$ cat src/rtl/ch2_pkg.sv
// Shared constants for the chapter-2 frequency meter: FSM encodings and
// default parameter values.
package ch2_pkg;

  typedef logic [1:0] state_t;

  localparam state_t S_IDLE   = 2'd0;
  localparam state_t S_GATE   = 2'd1;
  localparam state_t S_FINISH = 2'd2;

  localparam int GATE_CYCLES_DEF = 1000;
  localparam int CNT_W_DEF       = 16;

endpackage

$ cat src/rtl/ch2_edge_det.sv
// Two-flop synchronizer followed by a registered falling-edge strobe.
// A falling edge on D shows up as a one-cycle FALL three clock edges later.
module ch2_edge_det (
  input  logic CLK,
  input  logic RST,
  input  logic D,
  output logic FALL
);

  logic sync1, sync2, hist;

  // Synchronize D, keep one cycle of history, and register the strobe.
  always_ff @(posedge CLK) begin
    if (RST) begin
      sync1 <= 1'b0;
      sync2 <= 1'b0;
      hist  <= 1'b0;
      FALL  <= 1'b0;
    end else begin
      sync1 <= D;
      sync2 <= sync1;
      hist  <= sync2;
      FALL  <= hist & ~sync2;
    end
  end

endmodule

$ cat src/rtl/ch2_freq_meter.sv
// Gated frequency meter: counts falling edges of SIG_IN over a window of
// GATE_CYCLES clocks and publishes the (saturating) count with a DONE pulse.
module ch2_freq_meter
  import ch2_pkg::*;
#(
  parameter int GATE_CYCLES = GATE_CYCLES_DEF,
  parameter int CNT_W       = CNT_W_DEF
) (
  input  logic             CLK,
  input  logic             RST,
  input  logic             START,
  input  logic             SIG_IN,
  output logic             BUSY,
  output logic             DONE,
  output logic [CNT_W-1:0] COUNT,
  output logic             OVF
);

  localparam int TW = $clog2(GATE_CYCLES);
  localparam logic [TW-1:0]    T_LAST  = TW'(GATE_CYCLES - 1);
  localparam logic [CNT_W-1:0] CNT_MAX = '1;

  state_t           state;
  logic [TW-1:0]    timer;
  logic [CNT_W-1:0] cnt, cnt_nxt;
  logic             ovf, ovf_nxt;
  logic             fall;

  ch2_edge_det u_edge (
    .CLK  (CLK),
    .RST  (RST),
    .D    (SIG_IN),
    .FALL (fall)
  );

  // Saturating increment; an edge arriving at full scale marks overflow.
  always_comb begin
    cnt_nxt = cnt;
    ovf_nxt = ovf;
    if (fall) begin
      if (cnt == CNT_MAX) ovf_nxt = 1'b1;
      else                cnt_nxt = cnt + 1'b1;
    end
  end

  // FSM, gate timer, edge counter and result registers. The result is
  // loaded on the GATE->FINISH edge so it includes a strobe in the last
  // gate cycle and is visible together with DONE during FINISH.
  always_ff @(posedge CLK) begin
    if (RST) begin
      state <= S_IDLE;
      timer <= '0;
      cnt   <= '0;
      ovf   <= 1'b0;
      COUNT <= '0;
      OVF   <= 1'b0;
      DONE  <= 1'b0;
    end else begin
      DONE <= 1'b0;
      case (state)
        S_IDLE: begin
          if (START) begin
            state <= S_GATE;
            timer <= '0;
            cnt   <= '0;
            ovf   <= 1'b0;
          end
        end
        S_GATE: begin
          cnt <= cnt_nxt;
          ovf <= ovf_nxt;
          if (timer == T_LAST) begin
            state <= S_FINISH;
            COUNT <= cnt_nxt;
            OVF   <= ovf_nxt;
            DONE  <= 1'b1;
          end else begin
            timer <= timer + 1'b1;
          end
        end
        S_FINISH: state <= S_IDLE;
        default:  state <= S_IDLE;
      endcase
    end
  end

  assign BUSY = (state == S_GATE);

endmodule

$ cat config.mk
export PLATFORM = sky130hd
export DESIGN_NAME = ch2_freq_meter
export DESIGN_NICKNAME = d
export VERILOG_FILES = /design/src/rtl/ch2_pkg.sv /design/src/rtl/ch2_edge_det.sv /design/src/rtl/ch2_freq_meter.sv
export SDC_FILE = /design/constraint.sdc
export NUM_CORES = 1
export LEC_CHECK = 0
export CAP_MARGIN = 20
export CORE_MARGIN = 5
export CORE_UTILIZATION = 31
export CTS_CLUSTER_DIAMETER = 50
export DETAILED_ROUTE_END_ITERATION = 7
export HOLD_SLACK_MARGIN = 0.05
export PLACE_DENSITY = 0.57
export SLEW_MARGIN = 20
export SYNTH_ARGS = -nofsm -noshare
export SYNTH_HDL_FRONTEND = slang
export SYNTH_SLANG_ARGS = --single-unit
$ cat constraint.sdc
create_clock -name CLK -period 3.7 [get_ports CLK]
set_input_delay 0.74 -clock CLK [delete_from_list [all_inputs] [get_ports CLK]]
set_output_delay 0.74 -clock CLK [all_outputs]
set_load 0.02 [all_outputs]
==> metrics.txt <==
CTS H-Tree Depth 2; Post-Syn Area 2471 µm²; status complete, no violations; minimum clock period 2840 ps; Vias/cell 5.112; dominant synthesized flop cell dfxtp_1; hold_buf cts 0; synth warn 0; largest net degree at the start of global routing 20; total number of vias 2050; WL final 5627 µm; share of the synthesized area in the top cell type 41.32%; Post-synth EDFFs 0; Leakage Power 0.9105 nW; PwrDens 338.1 nW/µm²; CTS Sinks 51; worst slew pin tran 1025 ps; ys async rst share 0%; Wirelength per Cell 14.03 µm; ant diodes 0; Die Wd 99.28 µm; Critical Path Fanout Max 13; Hold Vio Cnt, Final 0; synth top area cells dfxtp_1 41%, nor2_1 5.2%, a21oi_1 3.6%; mean area per synthesized cell 8.732 µm²; Syn Nets 289; library cells used by synthesis 49; worst skew pair latency 300 ps; I/O pin count 23; Die ar. 9857 µm²; CTS buffer count 5; startpoint type of the worst setup path flop; achievable frequency 352.1 MHz; peak supply drop 0.1301 mV; HP Class reg -> reg; Max clock buf depth 2; RSZ-0062 raised after global routing false; Die H 99.28 µm; Final nets 304; TNS Setup 0 ps; Yosys top cell by area dfxtp_1; CTS tree yes; Final Cycle Share 76.76%; Root Driver clkbuf_8; crit end category primary output; post-CTS sizing 0; Pre-antenna DRT Iters 4; DRT iter0 DRCs 133; final setup vio count 0; clock slew at reported path FFs 90 ps; Post-Syn Instances 283; # DRC 0; register area share after synthesis 41.32%; # port buffers 22; slew margin rel. 31.44%; Total GRT Usage 11.89%; initial antenna violation count 0; Cell Rows 32; Final Slew Violations 0; Post-DP HPWL 3986 µm; vias in the first global route 1919; grt ovf 0; Starting Density 31.98%; WS Path Type reg -> out; Post-Route Skew 7.562 ps; #FFs+latches synth 51; first-pass GRT wire length 9570 µm; Area Overhead vs Synth 14.99%; endpoint arrival time on the critical path 2100 ps; gpl congestion 0.8107; post-CTS setup buffer count 0; fraction of layout cells with a size suffix above 1 9.030%; Hold WS 419.2 ps; Core Area 7727 µm²; Worst EP required 2960 ps; remaining antenna violation count 0; Max-cap violations 0
[worst paths after layout]
| kind | depth (start not counted) | start | slack, ps | end |
|---|---|---|---|---|
| worst max register to register | 6 | timer[0] | 1430 | COUNT[12] |
| worst min register to register | 1 | u_edge.sync2 | 420 | u_edge.FALL |
| worst max-delay path | 3 | state[1] | 860 | BUSY |
| worst min-delay path | 1 | u_edge.sync2 | 420 | u_edge.FALL |
[cells by family after synthesis]
logic type / count (synthesis) / synth area share [%]
AOI/OAI and AO/OA: 62 / 16.61
xor gates and xnor gates: 16 / 5.671
adders and majority gates: 2 / 1.012
buffers and inverters: 22 / 4.810
DFF: 51 / 41.32
muxes: 4 / 1.671
and+or+nand+nor: 126 / 28.91
[stage by stage]
| step | std cells | setup slack [ps] | utilization (%) | total power, mW | instance area (µm²) |
|---|---|---|---|---|---|
| floorplan | 283 | 1865 | - | 0.6092 | 2471 |
| global placement | 393 | 1200 | 35.48 | 0.6248 | 2741 |
| detailed placement | 393 | 1199 | 35.48 | 0.6253 | 2741 |
| CTS | 401 | 863.4 | 36.77 | 0.9728 | 2841 |
| global route | 401 | 774.0 | 36.77 | 0.9993 | 2841 |
| finish | 401 | 859.7 | 36.77 | 0.9607 | 2841 |
[placed cells by master (no fill, tap or decap), types with 5 or more instances in the layout]
master            n
a211oi_1          6
a21oi_1          18
a31oi_1          11
and3_1            6
clkbuf_8          7
clkdlybuf4s50_1  22
dfxtp_1          51
inv_1             5
nand2_1          21
nand2b_1          5
nand3_1          12
nand4_1           9
nor2_1           34
nor4_1            6
o21ai_0          11
xnor2_1           7
xor2_1            9
[sequential cells by signal, summed over array words and instances (netlist names), 2 cells and up]
signal / count
COUNT: 16
cnt: 16
timer: 10
state: 2
[cell usage after synthesis (6+ instances only)]
cell type,number
nand3_1,12
nor2_1,34
and3_1,6
a31oi_1,11
nor4_1,6
dfxtp_1,51
a211oi_1,6
xor2_1,9
nand2_1,21
o21ai_0,11
xnor2_1,7
clkbuf_1,6
a21oi_1,18
nand4_1,9
[power by group]
group / internal [mW] / switching, mW / total, mW
Combinational: 0.0173 / 0.0353 / 0.0525
Clock: 0.171 / 0.177 / 0.348
Sequential: 0.554 / 0.00668 / 0.560
Total: 0.742 / 0.219 / 0.961
[layout make-up]
type / count / area (µm²)
multi-input combinational: 210 / 1331
timing repair buffer: 25 / 242.7
tap: 102 / 127.6
fill: 793 / 4886
inverter: 5 / 18.77
sequential: 51 / 1021
clock buffer: 8 / 100.1
[critical path: stages, from the launching register on]
cell and delay, ps:
dfxtp_1 320, nand2b_1 350, inv_1 430, clkdlybuf4s50_1 690
[routing by layer]
layer  vias to the layer above  global-route usage (%)  part of all wire [%]
met4                         0                   4.727                   1.9
li1                       1051                       -                     -
met1                       953                   16.90                    53
met3                         8                   2.454                   3.3
met2                        38                   17.51                    42
met5                         -                       0                     0
No activity file was read; power rests on OpenSTA's default activity.
